`src/rtl/irq_pkg.sv`:
```
// Shared types, register indices and vector arithmetic for the interrupt controller.
// Latency: n/a (declarations only).
// Backpressure: n/a.
package irq_pkg;

  // Controller handshake state: IDLE searches for a candidate, REQ presents it to the CPU.
  typedef enum logic [0:0] {
    IDLE = 1'b0,
    REQ  = 1'b1
  } irq_state_e;

  // Byte-wide register port indices.
  localparam logic [1:0] REG_MASK = 2'd0;
  localparam logic [1:0] REG_MODE = 2'd1;
  localparam logic [1:0] REG_PEND = 2'd2;
  localparam logic [1:0] REG_INSV = 2'd3;

  // Channel index width; the controller supports at most 8 channels.
  localparam int IDX_W = 3;

  // Handler address of channel idx.
  function automatic logic [15:0] vec_addr(
    input logic [15:0]      base,
    input logic [15:0]      stride,
    input logic [IDX_W-1:0] idx
  );
    return base + (stride * {{(16-IDX_W){1'b0}}, idx});
  endfunction

endpackage

```
`src/rtl/irq_prio_enc.sv`:
```
// Lowest-index-first priority encoder with valid flag and one-hot grant.
// Latency: purely combinational.
// Backpressure: none; outputs follow i_req directly.
//
// Ports:
//   i_req    - request vector, bit 0 is highest priority
//   o_vld    - at least one request bit is set
//   o_idx    - index of the winning bit (0 when o_vld=0)
//   o_onehot - winning bit as a one-hot vector (all zero when o_vld=0)
module irq_prio_enc
  import irq_pkg::*;
#(
  parameter int WIDTH = 8
) (
  input  logic [WIDTH-1:0] i_req,
  output logic             o_vld,
  output logic [IDX_W-1:0] o_idx,
  output logic [WIDTH-1:0] o_onehot
);

  // Scan from the top so the lowest set bit is the last assignment to stick.
  always_comb begin
    o_idx = '0;
    for (int i = WIDTH - 1; i >= 0; i--) begin
      if (i_req[i]) begin
        o_idx = i[IDX_W-1:0];
      end
    end
  end

  assign o_vld    = |i_req;
  // Two's-complement trick isolates the lowest set bit.
  assign o_onehot = i_req & (~i_req + WIDTH'(1));

endmodule

```
`src/rtl/irq_ctrl.sv`:
```
// Interrupt controller: per-channel sync, toggle/level detect, mask, pending, nested in-service, vector/ack handshake.
// Latency: input change -> PENDING after SYNC_STAGES+1 edges -> O_IRQ one edge later; register reads one edge.
// Backpressure: a request is held in REQ until I_ACK or until its pending/mask bit drops; one idle cycle follows.
//
// Ports:
//   CLOCK, RESET_N             - clock, asynchronous active-low reset
//   I_IRQ                      - raw peripheral event lines
//   I_CS/I_WREN/I_REG/I_DATA   - register port (MASK, MODE, PENDING W1C, INSERVICE RO)
//   O_DATA                     - registered read data
//   O_IRQ/O_VECTOR             - registered request and handler address to the CPU
//   I_ACK/I_EOI                - vector taken / handler finished pulses
module irq_ctrl
  import irq_pkg::*;
#(
  parameter int          NUM_IRQ     = 8,
  parameter int          SYNC_STAGES = 2,
  parameter logic [15:0] VEC_BASE    = 16'h0002,
  parameter int          VEC_STRIDE  = 2
) (
  input  logic               CLOCK,
  input  logic               RESET_N,
  input  logic [NUM_IRQ-1:0] I_IRQ,
  input  logic               I_CS,
  input  logic               I_WREN,
  input  logic [1:0]         I_REG,
  input  logic [7:0]         I_DATA,
  output logic [7:0]         O_DATA,
  output logic               O_IRQ,
  output logic [15:0]        O_VECTOR,
  input  logic               I_ACK,
  input  logic               I_EOI
);

  // Synchroniser and edge detection state.
  logic [NUM_IRQ-1:0]     r_sync [SYNC_STAGES];
  logic [SYNC_STAGES-1:0] r_sync_vld;
  logic [NUM_IRQ-1:0]     r_hist;
  logic                   r_hist_vld;
  logic [NUM_IRQ-1:0]     r_evt;

  // Software-visible registers.
  logic [NUM_IRQ-1:0]     r_mask;
  logic [NUM_IRQ-1:0]     r_mode;
  logic [NUM_IRQ-1:0]     r_pend;
  logic [NUM_IRQ-1:0]     r_insv;
  logic [7:0]             r_rdata;

  // Handshake state.
  irq_state_e             r_state;
  logic                   r_irq;
  logic [15:0]            r_vec;
  logic [NUM_IRQ-1:0]     r_req_oh;
  logic                   r_cool;

  logic [NUM_IRQ-1:0]     w_sync;
  logic                   w_sync_vld;
  logic                   w_wr_mask;
  logic                   w_wr_mode;
  logic                   w_wr_pend;
  logic [NUM_IRQ-1:0]     w_wdat;
  logic [NUM_IRQ-1:0]     w_rsel;
  logic [NUM_IRQ-1:0]     w_pend_nxt;
  logic [NUM_IRQ-1:0]     w_insv_nxt;
  logic [NUM_IRQ-1:0]     w_allowed;
  logic [NUM_IRQ-1:0]     w_cand;
  logic                   w_cand_vld;
  logic [IDX_W-1:0]       w_cand_idx;
  logic [NUM_IRQ-1:0]     w_cand_oh;
  logic                   w_insv_vld;
  logic [IDX_W-1:0]       w_insv_idx;
  logic [NUM_IRQ-1:0]     w_insv_oh;
  irq_state_e             w_state_nxt;
  logic                   w_irq_nxt;
  logic [15:0]            w_vec_nxt;
  logic [NUM_IRQ-1:0]     w_req_oh_nxt;
  logic                   w_cool_nxt;
  logic                   w_ack_take;

  assign w_sync     = r_sync[SYNC_STAGES-1];
  assign w_sync_vld = r_sync_vld[SYNC_STAGES-1];

  // A valid bit travels beside the synchroniser so the history flop is primed
  // from the first real sample; lines already high at reset release never look
  // like a toggle. The event is registered once more before it reaches PENDING.
  always_ff @(posedge CLOCK or negedge RESET_N) begin
    if (!RESET_N) begin
      for (int s = 0; s < SYNC_STAGES; s++) begin
        r_sync[s] <= '0;
      end
      r_sync_vld <= '0;
      r_hist     <= '0;
      r_hist_vld <= 1'b0;
      r_evt      <= '0;
    end else begin
      r_sync[0]     <= I_IRQ;
      r_sync_vld[0] <= 1'b1;
      for (int s = 1; s < SYNC_STAGES; s++) begin
        r_sync[s]     <= r_sync[s-1];
        r_sync_vld[s] <= r_sync_vld[s-1];
      end
      r_hist     <= w_sync;
      r_hist_vld <= w_sync_vld;
      r_evt      <= (r_hist_vld && w_sync_vld) ? (w_sync ^ r_hist) : '0;
    end
  end

  assign w_wdat    = I_DATA[NUM_IRQ-1:0];
  assign w_wr_mask = I_CS && I_WREN && (I_REG == REG_MASK);
  assign w_wr_mode = I_CS && I_WREN && (I_REG == REG_MODE);
  assign w_wr_pend = I_CS && I_WREN && (I_REG == REG_PEND);

  // Toggle channels: W1C and ACK clear, a fresh event sets last so it wins.
  // Level channels ignore all of that and mirror the synchronised line.
  always_comb begin
    w_pend_nxt = r_pend;
    if (w_wr_pend) begin
      w_pend_nxt = w_pend_nxt & ~w_wdat;
    end
    if (w_ack_take) begin
      w_pend_nxt = w_pend_nxt & ~r_req_oh;
    end
    w_pend_nxt = w_pend_nxt | r_evt;
    w_pend_nxt = (w_pend_nxt & ~r_mode) | (w_sync & r_mode);
  end

  // EOI retires the highest-priority in-service bit before ACK adds the new one.
  assign w_insv_nxt = (r_insv & ~(I_EOI ? w_insv_oh : '0)) | (w_ack_take ? r_req_oh : '0);

  irq_prio_enc #(.WIDTH(NUM_IRQ)) u_insv_enc (
    .i_req    (r_insv),
    .o_vld    (w_insv_vld),
    .o_idx    (w_insv_idx),
    .o_onehot (w_insv_oh)
  );

  // Only channels strictly above the highest-priority in-service one may nest.
  always_comb begin
    w_allowed = '0;
    for (int i = 0; i < NUM_IRQ; i++) begin
      w_allowed[i] = !w_insv_vld || (i < int'(w_insv_idx));
    end
  end

  assign w_cand = r_pend & r_mask & ~r_insv & w_allowed;

  irq_prio_enc #(.WIDTH(NUM_IRQ)) u_cand_enc (
    .i_req    (w_cand),
    .o_vld    (w_cand_vld),
    .o_idx    (w_cand_idx),
    .o_onehot (w_cand_oh)
  );

  always_comb begin
    case (I_REG)
      REG_MASK: w_rsel = r_mask;
      REG_MODE: w_rsel = r_mode;
      REG_PEND: w_rsel = r_pend;
      default:  w_rsel = r_insv;
    endcase
  end

  always_ff @(posedge CLOCK or negedge RESET_N) begin
    if (!RESET_N) begin
      r_mask  <= '0;
      r_mode  <= '0;
      r_pend  <= '0;
      r_insv  <= '0;
      r_rdata <= 8'h00;
    end else begin
      if (w_wr_mask) begin
        r_mask <= w_wdat;
      end
      if (w_wr_mode) begin
        r_mode <= w_wdat;
      end
      r_pend <= w_pend_nxt;
      r_insv <= w_insv_nxt;
      if (I_CS && !I_WREN) begin
        r_rdata <= 8'(w_rsel);
      end
    end
  end

  always_ff @(posedge CLOCK or negedge RESET_N) begin
    if (!RESET_N) begin
      r_state  <= IDLE;
      r_irq    <= 1'b0;
      r_vec    <= 16'h0000;
      r_req_oh <= '0;
      r_cool   <= 1'b0;
    end else begin
      r_state  <= w_state_nxt;
      r_irq    <= w_irq_nxt;
      r_vec    <= w_vec_nxt;
      r_req_oh <= w_req_oh_nxt;
      r_cool   <= w_cool_nxt;
    end
  end

  // r_cool forces one idle cycle after leaving REQ, so O_IRQ is seen low by
  // the CPU and the updated INSERVICE settles before the next selection.
  always_comb begin
    w_state_nxt  = r_state;
    w_irq_nxt    = 1'b0;
    w_vec_nxt    = r_vec;
    w_req_oh_nxt = r_req_oh;
    w_cool_nxt   = 1'b0;
    w_ack_take   = 1'b0;
    case (r_state)
      IDLE: begin
        if (!r_cool && w_cand_vld) begin
          w_state_nxt  = REQ;
          w_irq_nxt    = 1'b1;
          w_vec_nxt    = vec_addr(VEC_BASE, 16'(VEC_STRIDE), w_cand_idx);
          w_req_oh_nxt = w_cand_oh;
        end
      end
      REQ: begin
        w_irq_nxt = 1'b1;
        if (I_ACK) begin
          w_ack_take  = 1'b1;
          w_state_nxt = IDLE;
          w_irq_nxt   = 1'b0;
          w_cool_nxt  = 1'b1;
        end else if ((r_pend & r_mask & r_req_oh) == '0) begin
          // Source went away or was masked: withdraw without servicing.
          w_state_nxt = IDLE;
          w_irq_nxt   = 1'b0;
          w_cool_nxt  = 1'b1;
        end
      end
      default: w_state_nxt = IDLE;
    endcase
  end

  assign O_IRQ    = r_irq;
  assign O_VECTOR = r_vec;
  assign O_DATA   = r_rdata;

endmodule

```
`config.mk`:
```
export PLATFORM = sky130hd
export DESIGN_NAME = irq_ctrl
export DESIGN_NICKNAME = d
export VERILOG_FILES = /design/src/rtl/irq_pkg.sv /design/src/rtl/irq_prio_enc.sv /design/src/rtl/irq_ctrl.sv
export SDC_FILE = /design/constraint.sdc
export NUM_CORES = 1
export LEC_CHECK = 0
export BUFFER_PORTS_ARGS = -buffer_cell sky130_fd_sc_hd__buf_2
export CORE_MARGIN = 2
export CORE_UTILIZATION = 40
export DETAILED_ROUTE_END_ITERATION = 10
export GPL_ROUTABILITY_DRIVEN = 1
export HOLD_SLACK_MARGIN = 0.02
export MAX_ROUTING_LAYER = met4
export PLACE_DENSITY_LB_ADDON = 0.3
export SYNTH_ARGS = -nofsm -noshare
export SYNTH_HDL_FRONTEND = slang
export SYNTH_SLANG_ARGS = --single-unit
export TNS_END_PERCENT = 50
```
`constraint.sdc`:
```
create_clock -name CLOCK -period 2.05 [get_ports CLOCK]
set_clock_uncertainty 0.15 [all_clocks]
set_input_delay 0 -clock CLOCK [delete_from_list [all_inputs] [get_ports CLOCK]]
set_output_delay 0 -clock CLOCK [all_outputs]
set_load 0.05 [all_outputs]
```
# --- Word-level counts from Yosys, hierarchy flattened ---
# Index checks and enable logic that the tools add are counted.
op_classes:
  add_sub_neg: 3
  n_lt_le_gt_ge: 7
  n_eq_ne: 2
  mux: 31
  n_bitwise: 22
  reduce_logical: 22
op_table:
  columns: ["operator", "count"]
  rows:
  - ["AND 8 bit", 11]
  - ["2-to-1 mux 3 bit", 16]
  - ["NOT 8 bit", 6]
  - ["2-to-1 mux 8 bit", 5]
  - ["bitwise OR 8 bit", 3]
  - ["case mux 8 bit (3 select lines)", 1]
  - ["adder 8 x 1 -> 8 bit, second input constant", 2]
  - ["OR reduction 8 bit", 2]
  - ["less-than comparator 3 bit, first input constant", 3]
  - ["zero test 8 bit", 1]
  - ["2-to-1 mux 1 bit", 8]
  - ["XOR 8 bit", 1]
  - ["logical AND 1 bit", 7]
  - ["logical OR 1 bit", 7]
  - ["less-than comparator 1 x 3 -> 1 bit, first input constant", 2]
  - ["less-than comparator 2 x 3 -> 1 bit, first input constant", 2]
  - ["adder 2 x 4 -> 5 bit, first input constant", 1]
  - ["zero test 1 bit", 3]
  - ["equality test 2 x 1 -> 1 bit, second input constant", 1]
  - ["equality test 2 bit, second input constant", 1]
  - ["zero test 2 bit", 1]
  - ["case mux 1 bit (2 select lines)", 1]
  - ["AND reduction 2 bit", 1]
  - ["NOT 1 bit", 1]
word_totals:
  ff_bits: 101
  input_bits: 24
  out_inout_bits: 25
  word_cells: 102

# --- Depth between registers and ports, before layout ---
depth:
  word_depth: 20
  ltp_mapped: 9
  depth_no_buf: 8

# --- By module ---
# From an unflattened synthesis, not the netlist that was laid out.
unflattened:
  hier_cells: 357
  area_unflattened_um2: 3993.8
modules_own_cells:
  columns: ["mod", "instances", "cells_per_inst", "area_per_inst_um2", "seq_area_each_um2"]
  rows:
  - ["irq_ctrl", 1, 311, 3716.1, 2227.1]
  - ["irq_prio_enc", 2, 23, 138.9, 0.0]

# --- Least setup slack after synthesis ---
# Ideal clock, no wire load.
synth_timing:
  path_kind: "register to register"
  from: "register r_insv[0]"
  to: "register r_vec[2], in the netlist O_VECTOR[2]"
  setup_ns: 0.125
  t_arrival_ns: 1.959
  t_required_ns: 1.775
  slack_ns: -0.184
  path_stages_with_launch: 9
  n_path_buf: 1
  synth_period_minus_slack_ns: 2.234
  cell_sequence: "dfrtp_1 buf_6 or4_4 nor2_2 nand2_1 a21oi_1 nor2_1 ha_1 mux2_2"
synth_between:
  elab_chain_cells: 12
  elab_cells_between_ends: 32
  classes_between: "add/sub: 1; order compare: 7; mux: 9; bitwise: 3; reduce/logical: 12"
synth_lines:
  columns: ["item", "line", "rtl"]
  rows:
  - ["start, declared", "irq_ctrl.sv:45", "logic [NUM_IRQ-1:0] r_insv;"]
  - ["start signal, assigned", "irq_ctrl.sv:177", "r_insv <= w_insv_nxt;"]
  - ["2-to-1 mux 3 bit or OR reduction 8 bit (tied branches)", "irq_prio_enc.sv:25, irq_prio_enc.sv:31", null]
  - ["less-than comparator 3 bit or zero test 1 bit (tied branches)", "irq_ctrl.sv:140", "w_allowed[i] = !w_insv_vld || (i < int'(w_insv_idx));"]
  - ["logical OR 1 bit or AND 8 bit (tied branches)", "irq_ctrl.sv:140, irq_ctrl.sv:144", null]
  - ["AND 8 bit (*)", "irq_ctrl.sv:144", "assign w_cand = r_pend & r_mask & ~r_insv & w_allowed;"]
  - ["2-to-1 mux 3 bit (7 in series)", "irq_prio_enc.sv:25", "if (i_req[i]) begin"]
  - ["adder 2 x 4 -> 5 bit", "irq_pkg.sv:27", "return base + (stride * {{(16-IDX_W){1'b0}}, idx});"]
  - ["end signal, assigned", "irq_ctrl.sv:194", "r_vec <= w_vec_nxt;"]
  - ["end, declared", "irq_ctrl.sv:51", "logic [15:0] r_vec;"]
# Mark *: on every way between the ends. The rest lies on a longest branch, timed or not.
# A chain may end at the register's enable or synchronous reset.

# --- Worst setup path in the final report ---
layout_timing:
  from: "register r_insv[4]"
  to: "register r_vec[2], in the netlist O_VECTOR[2]"
layout_between:
  elab_chain_cells: 16
  elab_cells_between_ends: 36
  classes_between: "add/sub: 1; order compare: 7; mux: 13; bitwise: 3; reduce/logical: 12"
layout_lines:
  columns: ["item", "line"]
  rows:
  - ["2-to-1 mux 3 bit (5 in series)", "irq_prio_enc.sv:25"]
  - ["less-than comparator 3 bit", "irq_ctrl.sv:140"]
  - ["logical OR 1 bit", "irq_ctrl.sv:140"]
  - ["AND 8 bit (*)", "irq_ctrl.sv:144"]
  - ["2-to-1 mux 3 bit (7 in series)", "irq_prio_enc.sv:25"]
  - ["adder 2 x 4 -> 5 bit", "irq_pkg.sv:27"]
# Marks and branches as above.

==> impl_metrics.toml <==
[status]
status = "complete, but fails checks"
violations = "setup timing"

[sta]
finalMaxSlewViolations = 0
setup_violations = 11
tns_ns = -0.489
fin_ws_ns = -0.177
period_needed_ns = 2.23
fmax_mhz = 449
fin_crit_sh = 1.09
rsz0062_at_grt = "yes"
finalHoldViolCount = 0
slew_headroom = 0.589
worst_pin_slew_ns = 0.615

[power_and_ir_drop]
switching_power_mw = 2.46
sequentialPowerShare = 0.378
power_frac_comb = 0.450
swShare = 0.392
p_leak_nw = 2.24
power_density_mw_per_mm2 = 1300
ir_drop_v = 0.000511
p_clk_frac = 0.172
p_int_mw = 3.82

[final_layout]
fin_nets = 438
final_area_mm2 = 0.00482
area_delta_synth_final_pct = 28.7
antenna_cells = 0
drive_gt1_frac = 0.368

[drt]
wl_um = 8150
via_count = 2687
first_pass_iters = 4
drtIter0Drc = 184
wl_per_cell_um = 15.4
drc_errors = 0
routed_via_density = 5.08
postRouteAntennaNets = 0

[placement]
hpwl_um = 5740
pre_cts_ws_ns = -0.156
gp_congestion = 0.958
portBuffers = 36
placed_cell_area_mm2 = 0.00432

[setup_path]
ff2ff_path_depth = 7
cp_cell_sequence = "or4_4, nor2_4, nand2_1, a21oi_2, nor2_1, ha_1, mux2_2"
worst-setup-path-type = "register to register"
endpoint_kind = "register"
r2r_end = "O_VECTOR[2]$_DFFE_PN0P_"
cp.required_ns = 2.15
cp_top_family = "simple AND/OR/NAND/NOR gates"
timing.rr.start = "r_insv[4]$_DFF_PN0_"
critPathLaunchType = "register"
slowest_delay_ns = 0.59
path_buf_inv = 0
r2r_setup_slack_ns = -0.18
cp_max_fo = 4
arrival_ns = 2.32
crit_start = "r_insv[4]$_DFF_PN0_"
crit_slowest_cell = "or4_4"

[global_route]
grt_max_degree = 50
grt_pass1_wl_um = 13500
grt.overflow.total = 0
grt_pass1_vias = 2661
grt_usage = 0.181
antenna_found_initial = 0

[yosys]
syn_area_mm2 = 0.00375
yosysMostFrequentCell = "dfrtp_1"
synth.avg_cell_area_um2 = 12.2
ys_types = 41
yosysSeqAreaShare = 0.595
yosys_warnings = 0
synthTopCellsByArea = "dfrtp_1, mux2_2, nand2_1"
yosys.area.top_type_share = 0.595
async_flop_share = 1.00
synthTopCellsByCount = "dfrtp_1, nand2_1, mux2_2"
synth_edf_count = 0
synth-main-ff-cell = "dfrtp_1"
synth.ff_latch_count = 89
synth_top_cell_by_area = "dfrtp_1"
netlist_instances = 306

[cts]
clockRootBuffer = "clkbuf_8"
clockBufferDepth = 2
clkTransAtPathRegs_ns = 0.08
cts_tree = "yes"
cts_sinks = 89
clock_latency_ns = 0.36
numCtsBuffers = 9
htree_num_levels = 3

[die]
fp.coreArea_mm2 = 0.00915
chipWidth_um = 101
pin_count = 49
initial_utilization = 0.409
fp.dieH_um = 101
rows = 35
fp.dieArea_mm2 = 0.0102

[min_path]
min_path_type = "input port to asynchronous set/reset pin"

[job]
max_cap_violations = 0
-- logic make-up after synthesis --
logic type | synth area share
compound gates | 0.0925
simple gates | 0.116
mux | 0.123
buf+inv | 0.0478
flops | 0.595
fa+ha+maj | 0.00334
other cells | 0.00200
xor+xnor | 0.0210
-- final cells by class --
| type | instances | area, µm² |
|---|---|---|
| timing repair buffer | 103 | 756 |
| clock buffer | 12 | 145 |
| inverter | 12 | 45.0 |
| fill | 783 | 4330 |
| multi-input combinational | 198 | 1480 |
| tap | 111 | 139 |
| sequential | 89 | 2230 |
| clock inverter | 4 | 28.8 |
-- per-stage QoR --
step / utilization / cells / power (mW) / hold slack [ns]
after floorplan: - / 317 / 3.97 / -0.446
after global placement: 0.472 / 487 / 4.78 / -0.275
after detailed placement: 0.472 / 487 / 4.85 / -0.275
after CTS: 0.516 / 526 / 6.06 / 0.0239
after global routing: 0.527 / 529 / 6.69 / 0.0544
final: 0.527 / 529 / 6.28 / 0.0296
-- worst reg2reg max path, cell delays in order, from the launching register on --
cell and delay (ns):
dfrtp_1 0.38, or4_4 0.59, nor2_4 0.13, nand2_1 0.11, a21oi_2 0.16, nor2_1 0.06
ha_1 0.29, mux2_2 0.25
-- routing by layer --
metal,routed length [µm],track usage,share of wire,vias up
met1,3930,0.254,0.48,1341
met2,3770,0.262,0.46,68
met5,0,-,0,-
li1,-,-,-,1272
met4,61,0.0611,0.0075,0
met3,387,0.0402,0.047,6
-- worst max-delay path by stage --
stage,end,slack (ns),cells after the start
floorplan,O_VECTOR[2]$_DFFE_PN0P_,-0.16,8
global placement,O_VECTOR[2]$_DFFE_PN0P_,-0.11,6
detailed placement,O_VECTOR[2]$_DFFE_PN0P_,-0.16,6
CTS,O_VECTOR[2]$_DFFE_PN0P_,-0.16,6
global route,O_VECTOR[2]$_DFFE_PN0P_,-0.21,7
finish,O_VECTOR[2]$_DFFE_PN0P_,-0.18,7
-- cell usage in the layout, fill, tap and decap left out, types with 2 or more instances in the layout --
cell type      Yosys  layout
a21oi_1           12      11
a311oi_1           9       9
a32oi_1            2       2
and2_1             4       4
and3_1             2       2
buf_2              2      35
buf_4             12      45
buf_6              2       2
clkbuf_1           2       2
clkbuf_8           0      10
clkinvlp_4         0       2
conb_1             2      13
dfrtp_1           89      89
dlygate4sd3_1      0      20
inv_1             12      12
mux2_2            25      25
mux4_2             8       8
nand2_1           52      45
nand2_2            0       6
nand3_1            5       5
nand3b_1           4       4
nor2_1            15      14
nor3_2             1       2
o21ai_0           10       4
o21ai_1            1       4
o21ai_2            0       3
o31ai_1            3       3
o41ai_2            1       2
or3_1              4       4
xnor2_1            9       9
-- flip-flops by register name, indices dropped and copies added (netlist names) --
register and flops:
r_hist 8, r_sync_vld 2, r_evt 8, O_IRQ 1, r_req_oh 8, O_DATA 8
r_sync 8, r_insv 8, r_mode 8, r_hist_vld 1, r_cool 1, r_mask 8
r_pend 8, O_VECTOR 4, w_sync 8
-- what timing repair did --
item / in CTS / in global routing
setup buffers: 3 / 2
setup endpoints to repair: 12 / 14
pin swaps: 4 / 6
hold buffers: 20 / 0
resized for setup: 6 / 19
endpoints found under the hold margin: 128 / 0
cloned: 0 / 1
-- power groups by stage --
stage          Combinational [mW]  Clock, mW  Sequential [mW]
5_1_grt                      3.06       1.20             2.43
3_5_place_dp                 2.45          0             2.40
2_1_floorplan                1.20          0             2.77
3_3_place_gp                 2.39          0             2.39
4_1_cts                      2.57       1.13             2.37
6_report                     2.83       1.08             2.38
Note: power is estimated with default switching activity, not from simulation.
